**src/rtl/cache_pkg.sv**
```systemverilog
// Shared types and block-geometry constants for the cache miss-fill controller.
package cache_pkg;

   localparam int unsigned WORDS         = 8;
   localparam int unsigned BLOCK_BYTES   = 2 * WORDS;
   localparam int unsigned OFFSET_BITS   = $clog2(BLOCK_BYTES);
   localparam int unsigned WORD_SEL_BITS = $clog2(WORDS);

   typedef enum logic {
      IDLE = 1'b0,
      FILL = 1'b1
   } state_t;

endpackage : cache_pkg

```
**src/rtl/fill_counter.sv**
```systemverilog
// Saturating up-counter with synchronous clear; done is registered and goes high when cnt reaches MAX.
module fill_counter #(
   parameter int unsigned CNT_W = 4,
   parameter int unsigned MAX   = 8
) (
   input  logic             clk,
   input  logic             rst,
   input  logic             clr,
   input  logic             en,
   output logic [CNT_W-1:0] cnt,
   output logic             done
);

   always_ff @(posedge clk or negedge rst) begin
      if (!rst) begin
         cnt  <= '0;
         done <= 1'b0;
      end else if (clr) begin
         cnt  <= '0;
         done <= 1'b0;
      end else if (en && !done) begin
         cnt  <= cnt + CNT_W'(1);
         done <= (cnt + CNT_W'(1)) == CNT_W'(MAX);
      end
   end

endmodule : fill_counter

```
**src/rtl/cache_fill_fsm.sv**
```systemverilog
// Cache miss-fill controller: fetches a whole block word by word and writes data/tag arrays.
// Build option CACHE_FILL_CWF_EN enables critical-word-first ordering (default: ascending from base).
module cache_fill_fsm #(
   parameter int unsigned ADDR_W = 16,
   parameter int unsigned DATA_W = 16,
   parameter int unsigned WORDS  = 8
) (
   input  logic              clk,
   input  logic              rst,
   input  logic              miss_detected,
   input  logic [ADDR_W-1:0] miss_address,
   input  logic [DATA_W-1:0] memory_data,
   input  logic              memory_data_valid,
   output logic              fsm_busy,
   output logic              mem_ren,
   output logic [ADDR_W-1:0] memory_address,
   output logic              write_data_array,
   output logic [ADDR_W-1:0] data_wr_addr,
   output logic [DATA_W-1:0] data_wr_word,
   output logic              write_tag_array
);
   import cache_pkg::*;

   localparam int unsigned WSEL  = $clog2(WORDS);
   localparam int unsigned OFF   = WSEL + 1;
   localparam int unsigned CNT_W = WSEL + 1;
   localparam int unsigned TAG_W = ADDR_W - OFF;

   state_t            state_q, state_d;
   logic [TAG_W-1:0]  blk_q;
   logic [WSEL-1:0]   start_q, start_d;
   logic              start_miss;
   logic [CNT_W-1:0]  iss_cnt, rx_cnt;
   logic              iss_done, rx_done;
   logic [WSEL-1:0]   iss_ofs, rx_ofs;
   logic              unused_lsb;

   // Word offset the fill starts from; byte-lane bits of the miss address carry no information here.
`ifdef CACHE_FILL_CWF_EN
   assign start_d    = miss_address[OFF-1:1];
   assign unused_lsb = miss_address[0];
`else
   assign start_d    = '0;
   assign unused_lsb = ^miss_address[OFF-1:0];
`endif

   fill_counter #(.CNT_W(CNT_W), .MAX(WORDS)) u_iss_cnt (
      .clk  (clk),
      .rst  (rst),
      .clr  (start_miss),
      .en   (state_q == FILL),
      .cnt  (iss_cnt),
      .done (iss_done)
   );

   fill_counter #(.CNT_W(CNT_W), .MAX(WORDS)) u_rx_cnt (
      .clk  (clk),
      .rst  (rst),
      .clr  (start_miss),
      .en   (write_data_array),
      .cnt  (rx_cnt),
      .done (rx_done)
   );

   // Offsets wrap modulo WORDS by truncation, so addresses stay inside the block.
   assign iss_ofs = WSEL'(iss_cnt + CNT_W'(start_q));
   assign rx_ofs  = WSEL'(rx_cnt + CNT_W'(start_q));

   always_ff @(posedge clk or negedge rst) begin
      if (!rst) begin
         state_q <= IDLE;
         blk_q   <= '0;
         start_q <= '0;
      end else begin
         state_q <= state_d;
         if (start_miss) begin
            blk_q   <= miss_address[ADDR_W-1:OFF];
            start_q <= start_d;
         end
      end
   end

   always_comb begin
      state_d          = state_q;
      start_miss       = 1'b0;
      fsm_busy         = 1'b0;
      mem_ren          = 1'b0;
      memory_address   = '0;
      write_data_array = 1'b0;
      data_wr_addr     = '0;
      data_wr_word     = '0;
      write_tag_array  = 1'b0;
      case (state_q)
         IDLE: begin
            // Stall starts in the miss cycle itself.
            fsm_busy = rst & miss_detected;
            if (miss_detected) begin
               start_miss = 1'b1;
               state_d    = FILL;
            end
         end
         FILL: begin
            fsm_busy = 1'b1;
            if (!iss_done) begin
               mem_ren        = 1'b1;
               memory_address = {blk_q, iss_ofs, 1'b0};
            end
            if (memory_data_valid && !rx_done) begin
               write_data_array = 1'b1;
               data_wr_addr     = {blk_q, rx_ofs, 1'b0};
               data_wr_word     = memory_data;
               if (rx_cnt == CNT_W'(WORDS - 1)) begin
                  write_tag_array = 1'b1;
                  state_d         = IDLE;
               end
            end
         end
         default: state_d = IDLE;
      endcase
   end

endmodule : cache_fill_fsm
```
**config.mk**
```make
export PLATFORM = sky130hd
export DESIGN_NAME = cache_fill_fsm
export DESIGN_NICKNAME = d
export VERILOG_FILES = /design/src/rtl/cache_pkg.sv /design/src/rtl/fill_counter.sv /design/src/rtl/cache_fill_fsm.sv
export SDC_FILE = /design/constraint.sdc
export NUM_CORES = 1
export LEC_CHECK = 0
export BUFFER_PORTS_ARGS = -buffer_cell sky130_fd_sc_hd__buf_2
export CORE_ASPECT_RATIO = 1.75
export CORE_UTILIZATION = 42
export DETAILED_ROUTE_END_ITERATION = 8
export PLACE_DENSITY = 0.79
export SLEW_MARGIN = 20
export SYNTH_ARGS = -nofsm -noshare
export SYNTH_HDL_FRONTEND = slang
export SYNTH_SLANG_ARGS = --single-unit
```
**constraint.sdc**
```tcl
create_clock -name clk -period 1.8 [get_ports clk]
set_clock_uncertainty 0.15 [all_clocks]
set_input_delay 0.36 -clock clk [delete_from_list [all_inputs] [get_ports clk]]
set_output_delay 0.36 -clock clk [all_outputs]
set_load 0.02 [all_outputs]
```
==> summary.md, run 1 <==
| Metric | Value |
|---|---|
| Count leader, synth | and2_1 |
| Hold/Removal Path Class | input port to flop |
| TritonCTS Buffers | 3 |
| Clock sink count | 23 |
| Final setup TNS | -1.22 ns |
| CTS H-tree depth | 1 |
| Unique cell type count in the Yosys netlist | 26 |
| Die area | 3520 µm² |
| Worst-path fanout max | 10 |
| Setup Crit Path Kind | flop to primary output |
| Final wirelength | 3820 µm |
| Port Buffers | 81 |
| FFs w/ async S/R, synth | 100% |
| TritonCTS clock tree | built |
| Synth Register Bits | 23 |
| Yosys top cell area share | 41.9% |
| First-pass GRT wire length | around 5500 µm |
| Placer congestion estimate | 0.755 |
| Worst Setup End Kind | primary output |
| Starting Density | a little over two fifths |
| Period utilization | 104% |
| Failing checks | setup timing |
| Critical hold path startpoint | miss_address[11] |
| Final worst setup slack | -0.0794 ns |
| Final instance area | 2250 µm² |
| Pre-CTS setup slack | 0.0978 ns |
| Peak supply drop | 0.916 mV |
| Drt drc | 0 |
| Core Area | between 3000 and 4000 µm² |
| Pre-Repair DR Iteration Count | 3 |
| R2r setup slk | 0.20 ns |
| Setup violations, final | 30 |
| Reg2Reg Depth | 5 |
| Crit path required time | 1.29 ns |
| Final Hold Viols | 0 |
| Post-DP HPWL | 2310 µm |
| Hold Crit Depth | 3 |
| Initial antenna violation count | 0 |
| Synth-to-layout area growth | 63.5% |
| Total GRT Usage | 20.8% |
| Max-slew violation count | 0 |
| Vias in the first global route | 1350 |
| Top post-synthesis cells by area | dfrtp_1 42%, and2_1 21%, nand2_1 11% |
| Post-synth top area cell | dfrtp_1 |
| Arrival time worst endpoint | 1.37 ns |
| Vias per inst | just under 5 |
| CTS clock-pin slew for the worst setup and hold paths | ~0.080 ns |
| Average wire per standard cell | 12.9 µm |
| Nets@finish | 295 |
| DRT antenna net count | 0 |
| Grt total ovfl | 0 |
| Fmax | 0.532 GHz |
| IO Pins | between 80 and 90 |
| Largest net degree at the start of global routing | 26 |
| Warnings, synthesis | 0 |
| Vias | 1428 |
| Root buffer cell | clkbuf_8 |
| DR iter-0 viols | 7 |
| Mean post-synth cell area | roughly 8.6 µm² |
| # rows | 27 |
| Number of synthesized flops with an enable pin | 0 |
| Unrepaired setup endpoints after global routing | yes |
| Post-DP Area | 1860 µm² |
| Worst r2r src | u_rx_cnt.done |
| Status | finished with violations |
| Share of layout cells above drive strength 1 | 47.6% |
| Reg2Reg Capture Point | u_rx_cnt.cnt[2] |
| Ant diodes | 0 |
| Synthesized netlist cell count | 160 |
| Cell Area, Synth | 1380 µm² |
| Max clock buf depth | 2 |
| Pwr/cell area | between 1500 and 2000 nW/µm² |
| Clock Latency Late Sink | 0.26 ns |
| Minimum clock period | 1.88 ns |
| CP Launch Type | flop |
| Die Wd | 45.3 µm |
| Sequential-to-total area share from yosys stat | 41.9% |
| Leak pwr | around 0.0012 µW |
| Max-cap violations | 0 |
| Ys flop type | dfrtp_1 |
| Worst Hold Path EP | blk_q[7] |
| Die span in y | 77.7 µm |
| Post-synth top cells | 46 x and2_1, 42 x nand2_1, 23 x dfrtp_1, 8 x nand3_1 |
==> routing by layer <==
metal  wire, µm  share of wire (%)  up-vias  track usage (%)
li1           -                  -      684                -
met1       1400                 37      670             21.2
met2       2130                 56       68             39.4
met3        240                6.3        6             3.02
met4         58                1.5        0             7.58
met5          0                  0        -                0
==> where the power goes <==
part	switching, µW	internal, µW
Clock	157	154
Sequential	201	756
Combinational	1200	1140
Total	1560	2050
==> cell families (layout without fill, tap and decap cells) <==
kind of cell	Yosys count	count (layout)	share of synthesized area, %
buf+inv	12	105	5.10
compound gates	8	8	3.64
other cells	1	2	0.273
flops	23	23	41.9
mux	4	4	3.09
simple gates	104	104	39.9
xor+xnor	4	4	2.55
fa+ha+maj	4	4	3.64
==> per-stage QoR <==
stage / hold WS [ns] / utilization, % / std cells / power, µW
after detailed placement: 0.249 / 59.1 / 281 / 2790
after CTS: 0.140 / 67.6 / 293 / 3410
final: 0.140 / 71.6 / 297 / 3610
after global routing: 0.137 / 71.6 / 297 / 3870
after global placement: 0.254 / 59.1 / 281 / 2730
after floorplan: -0.0856 / - / 161 / 2170
==> registers in the layout (all words and copies together) (netlist names) <==
register,flops
u_iss_cnt.cnt,4
u_iss_cnt.done,1
blk_q,12
state_q,1
u_rx_cnt.cnt,4
u_rx_cnt.done,1
==> layout by cell type, fill, tap and decap left out, types with 2 or more instances in the layout <==
cell,count
clkbuf_8,3
xor2_1,2
nand2_1,42
conb_1,2
buf_4,17
dfrtp_1,22
xnor2_1,2
buf_12,2
buf_6,30
nand3_1,8
mux2i_1,2
and2_4,12
and2_1,34
ha_1,3
o21ai_0,5
buf_2,48
nor2_1,3
==> worst max-delay path by stage <==
stage | start | end | slack [ns] | cells after the start
finish | u_rx_cnt.done | data_wr_addr[11] | -0.08 | 5
global route | u_rx_cnt.done | data_wr_addr[11] | -0.14 | 5
CTS | u_rx_cnt.done | data_wr_word[6] | -0.07 | 5
detailed placement | state_q | data_wr_addr[5] | 0.1 | 5
global placement | state_q | data_wr_addr[8] | 0.13 | 5
floorplan | state_q | data_wr_word[10] | 0.15 | 4
==> final cells by class <==
type / instances / area [µm²]
well taps: 43 / 53.8
repair buffers: 99 / 781
fillers: 262 / 893
multi-input cells: 126 / 771
inverters: 2 / 20.0
clock buffers: 3 / 41.3
clock inverters: 1 / 5.00
flip-flops and latches: 23 / 577
==> worst max-delay path, cell delays in order, from the launching register on <==
cell and delay, ns:
dfrtp_1 0.40, nand3b_4 0.18, inv_6 0.10, clkbuf_16 0.15, and2_1 0.13, buf_4 0.14
==> what timing repair did <==
action,in CTS,in global routing
gates resized for setup,56,29
pin swaps,0,1
hold endpoints to repair,23,0
cloned,0,1
hold buffers,1,0
setup endpoints to repair,48,45
buffers inserted,7,4
Note: power is estimated with default switching activity, not from simulation.
==> inputs of run 2 (changes only) <==
SETUP_SLACK_MARGIN = 0.2   (was default)
SKIP_CTS_REPAIR_TIMING = 1   (was default)
==> summary.md, run 2 (synthesis results as in run 1) <==
| Metric | Value |
|---|---|
| Status | finished with violations |
| Failing checks | setup timing |
| Worst r2r src | state_q |
| Ant diodes | 0 |
| TritonCTS Buffers | 3 |
| CTS H-tree depth | 1 |
| Largest net degree at the start of global routing | 24 |
| Reg2Reg Capture Point | blk_q[7] |
| Most frequent cells in the layout | 53 x buf_6, 42 x nand2_1, 31 x and2_4, 31 x buf_2, 22 x dfrtp_1 |
| Max-slew violation count | 0 |
| IO Pins | 88 |
| Final instance area | 2410 µm² |
| Average wire per standard cell | 13.0 µm |
| Share of layout cells above drive strength 1 | between 50% and 60% |
| Hold Crit Depth | 3 |
| Placer congestion estimate | 0.707 |
| Arrival time worst endpoint | 1.36 ns |
| Setup Crit Path Kind | flop to primary output |
| TritonCTS clock tree | built |
| Max clock buf depth | 2 |
| R2r setup slk | 0.35 ns |
| Max reg flops | 12 |
| Drt drc | 0 |
| Max-cap violations | 0 |
| Period utilization | 104% |
| Utilization after layout | roughly three quarters |
| Final worst setup slack | -0.0743 ns |
| Fin Hold WS | ~0.13 ns |
| Root buffer cell | clkbuf_8 |
| Vias in the first global route | 1151 |
| Worst-path fanout max | 16 |
| Power, Total | 4090 µW |
| Fmax | 0.534 GHz |
| Post-DP HPWL | roughly 2400 µm |
| Post-DP Area | 1850 µm² |
| Grt total ovfl | 0 |
| Die area | 3520 µm² |
| Initial antenna violation count | 0 |
| Final Hold Viols | 0 |
| Worst Setup End Kind | primary output |
| Reg2Reg Depth | 4 |
| Final wirelength | 3890 µm |
| Setup violations, final | 47 |
| Pwr/cell area | 1690 nW/µm² |
| Vias per inst | just under 5 |
| Die span in y | 77.7 µm |
| Vias | 1438 |
| CTS clock-pin slew for the worst setup and hold paths | roughly 0.080 ns |
| Unrepaired setup endpoints after global routing | yes |
| Clock Latency Late Sink | roughly 0.27 ns |
| Hold/Removal Path Class | input port to flop |
| # rows | 27 |
| Starting Density | 43.8% |
| Port Buffers | between 80 and 90 |
| Core Area | 3140 µm² |
| Die Wd | around 45 µm |
| Peak supply drop | 0.958 mV |
| Leak pwr | 0.00127 µW |
| DRT antenna net count | 0 |
| Critical hold path startpoint | miss_address[4] |
| DR iter-0 viols | 22 |
| Total GRT Usage | roughly 18% |
| Worst Hold Path EP | blk_q[0] |
| Nets@finish | a little under 300 |
| Largest reg by FF count | blk_q |
| Minimum clock period | approximately 1.9 ns |
| CP Launch Type | flop |
| Crit path required time | 1.29 ns |
| Synth-to-layout area growth | 75.4% |
| Pre-Repair DR Iteration Count | 4 |
| Commonest non-fill, non-tap cell in the layout | buf_6 |
| First-pass GRT wire length | 4720 µm |
| Clock sink count | 23 |
| Top flop regs | blk_q (12), u_iss_cnt.cnt (4), u_rx_cnt.cnt (4) |
-- run 2: cell count changes in the layout (fill, tap and decap cells not counted), sizes merged --
cell,before,now
buf,97,100
clkbuf,4,3
-- run 2: metal layers --
metal,part of all wire [%],vias to the layer above,track usage [%]
li1,-,687,-
met5,0,-,0
met4,2.9,0,10.6
met1,35,661,18.2
met2,55,79,33.2
met3,7.2,11,2.56
-- run 2: final cells by class --
type | instances | area, µm²
Tap cell | 43 | 53.8
Timing Repair Buffer | 101 | 902
Sequential cell | 23 | 577
Clock inverter | 1 | 5.00
Clock buffer | 3 | 41.3
Fill cell | 200 | 729
Inverter | 2 | 15.0
Multi-Input combinational cell | 126 | 818
-- run 2: metrics by stage --
stage,instances,setup TNS [ns],setup WS [ns]
after detailed placement,284,0,0.0391
after floorplan,161,0,0.217
after global placement,284,0,0.0818
final,299,-1.68,-0.0743
after CTS,288,-7.35,-0.261
after global routing,299,-3.60,-0.120
-- run 2: worst max path at each step --
| stage | from | endpoint | slack (ns) | depth (start not counted) |
|---|---|---|---|---|
| after floorplan | u_iss_cnt.done | memory_address[10] | 0.22 | 4 |
| after global placement | state_q | data_wr_addr[8] | 0.08 | 5 |
| after detailed placement | state_q | data_wr_addr[8] | 0.04 | 5 |
| after CTS | state_q | data_wr_addr[8] | -0.26 | 5 |
| after global routing | state_q | data_wr_word[6] | -0.12 | 5 |
| final | state_q | data_wr_addr[13] | -0.07 | 5 |
-- run 2: worst max-delay path, cell delays in order, from the launching register on --
cell and delay [ns]:
dfrtp_2 0.46, nand3b_4 0.12, inv_6 0.09, buf_8 0.14
and2_1 0.16, buf_6 0.12
-- run 2: power by group --
part | switching (µW) | internal, µW
registers | 230 | 757
clock network | 169 | 155
logic | 1250 | 1520
total | 1650 | 2430
==> inputs of run 3 (changes only) <==
CORE_UTILIZATION = 38   (was 42)
GPL_TIMING_DRIVEN = 0   (was default)
PLACE_DENSITY = 0.76   (was 0.79)
clock period = 1.6 ns   (was 1.8 ns; I/O delays follow)
==> summary.md, run 3 (synthesis results as in run 1) <==
| Metric | Value |
|---|---|
| Final std cells w/o fill | 306 |
| Fin Hold WS | -0.174 ns |
| Worst r2r src | u_rx_cnt.done |
| Peak supply drop | around 1.1 mV |
| DRT antenna net count | 0 |
| Clock sink count | 23 |
| Initial antenna violation count | 0 |
| Core Area | 3430 µm² |
| Total GRT Usage | 17.9% |
| Final wirelength | 4120 µm |
| Minimum clock period | 1.87 ns |
| Max clock buf depth | 2 |
| TritonCTS clock tree | built |
| Vias | 1448 |
| Vias in the first global route | 1172 |
| Power, Total | 4800 µW |
| Worst Setup End Kind | primary output |
| Worst-path fanout max | 10 |
| Average wire per standard cell | ~13 µm |
| Pwr/cell area | 1900 nW/µm² |
| Leak pwr | 0.00133 µW |
| Drt drc | 0 |
| Reg2Reg Depth | 4 |
| Unrepaired setup endpoints after global routing | yes |
| Clock Latency Late Sink | 0.26 ns |
| Max reg flops | 12 |
| Max-slew violation count | 0 |
| IO Pins | 88 |
| CTS H-tree depth | 1 |
| Period utilization | 117% |
| Final worst setup slack | -0.267 ns |
| Ant diodes | 0 |
| Top flop regs | blk_q (12), u_iss_cnt.cnt (4), u_rx_cnt.cnt (4) |
| Post-DP HPWL | roughly 2700 µm |
| Failing checks | hold timing, setup timing |
| Grt total ovfl | 0 |
| Utilization after layout | roughly 74% |
| Fmax | 0.536 GHz |
| Max-cap violations | 0 |
| Vias per inst | ~4.7 |
| Arrival time worst endpoint | about 1.4 ns |
| Share of layout cells above drive strength 1 | between 60 and 70% |
| Final Hold Viols | 23 |
| Filler cells | 249 |
| Largest reg by FF count | blk_q |
| # rows | 28 |
| Largest net degree at the start of global routing | 25 |
| First-pass GRT wire length | about 5000 µm |
| Storage element area | roughly 580 µm² |
| Nets@finish | 302 |
| Setup Crit Path Kind | flop to primary output |
| Root buffer cell | clkbuf_8 |
| Synth-to-layout area growth | 84.1% |
| DR iter-0 viols | 20 |
| Area of the multi-input gates | 878 µm² |
| Setup violations, final | 50 |
| Die area | 3870 µm² |
| Cells after DPL | 287 |
| TritonCTS Buffers | 3 |
| Status | finished with violations |
| Most frequent cells in the layout | 53 x buf_6, 46 x and2_4, 42 x nand2_1, 31 x buf_2, 20 x dfrtp_1 |
| Pre-Repair DR Iteration Count | 4 |
| Placer congestion estimate | around 0.77 |
| Commonest non-fill, non-tap cell in the layout | buf_6 |
| Starting Density | around two fifths |
| CP Launch Type | flop |
| Hold/Removal Path Class | input port to asynchronous set/reset pin |
| Port Buffers | 81 |
| Critical path startpoint | u_rx_cnt.done |
| CTS clock-pin slew for the worst setup and hold paths | approximately 0.080 ns |
| Die span in y | just over 80 µm |
| Pre-CTS setup slack | -0.0576 ns |
| Crit path required time | approximately 1.1 ns |
| Die Wd | around 47 µm |
-- run 3: cell types whose count changed in the layout (fill, tap and decap cells not counted), sizes merged --
cell         before  now
clkinv            1    0
buf             100  105
clkbuf            3    5
dlygate4sd3       1    0
-- run 3: per-layer routing --
layer	track usage [%]	part of all wire (%)	routed length, µm
met2	33.4	60	2460
met3	1.32	4.1	167
met4	6.86	1.7	68
met1	19.6	35	1430
met5	0	0	0
-- run 3: final timing paths --
path	end	slack (ns)
worst min-delay path	blk_q[2]	-0.17
worst min register to register	u_iss_cnt.done	0.35
worst max-delay path	data_wr_addr[2]	-0.27
worst max register to register	u_rx_cnt.cnt[2]	0.17
max in group asynchronous	state_q	1.20
min in group clk	blk_q[6]	0.09
-- run 3: per-stage QoR --
| step | TNS (ns) | cell area, µm² |
|---|---|---|
| after floorplan | 0 | 1520 |
| after global placement | -0.535 | 1980 |
| after detailed placement | -0.999 | 1980 |
| after CTS | -14.54 | 2020 |
| after global routing | -12.12 | 2530 |
| final | -10.13 | 2530 |
-- run 3: power breakdown --
part           switching, µW  leakage (µW)  internal [µW]
logic                   1460       0.00103           1860
clock network            182     0.0000228            178
registers                270      0.000280            857
-- run 3: cell type report --
| type | count | share of cell area [%] |
|---|---|---|
| clock buffers | 4 | 1.78 |
| inverters | 2 | 0.692 |
| plain buffers | 10 | 4.75 |
| flip-flops and latches | 23 | 22.9 |
| multi-input cells | 126 | 34.7 |
| well taps | 45 | 2.22 |
| repair buffers | 96 | 33.0 |
-- run 3: worst max-delay path, cell delays in order (launching register included) --
cell and delay [ns]:
dfrtp_1 0.40, nand3b_4 0.22, inv_8 0.12, buf_8 0.14, and2_4 0.15, buf_6 0.11
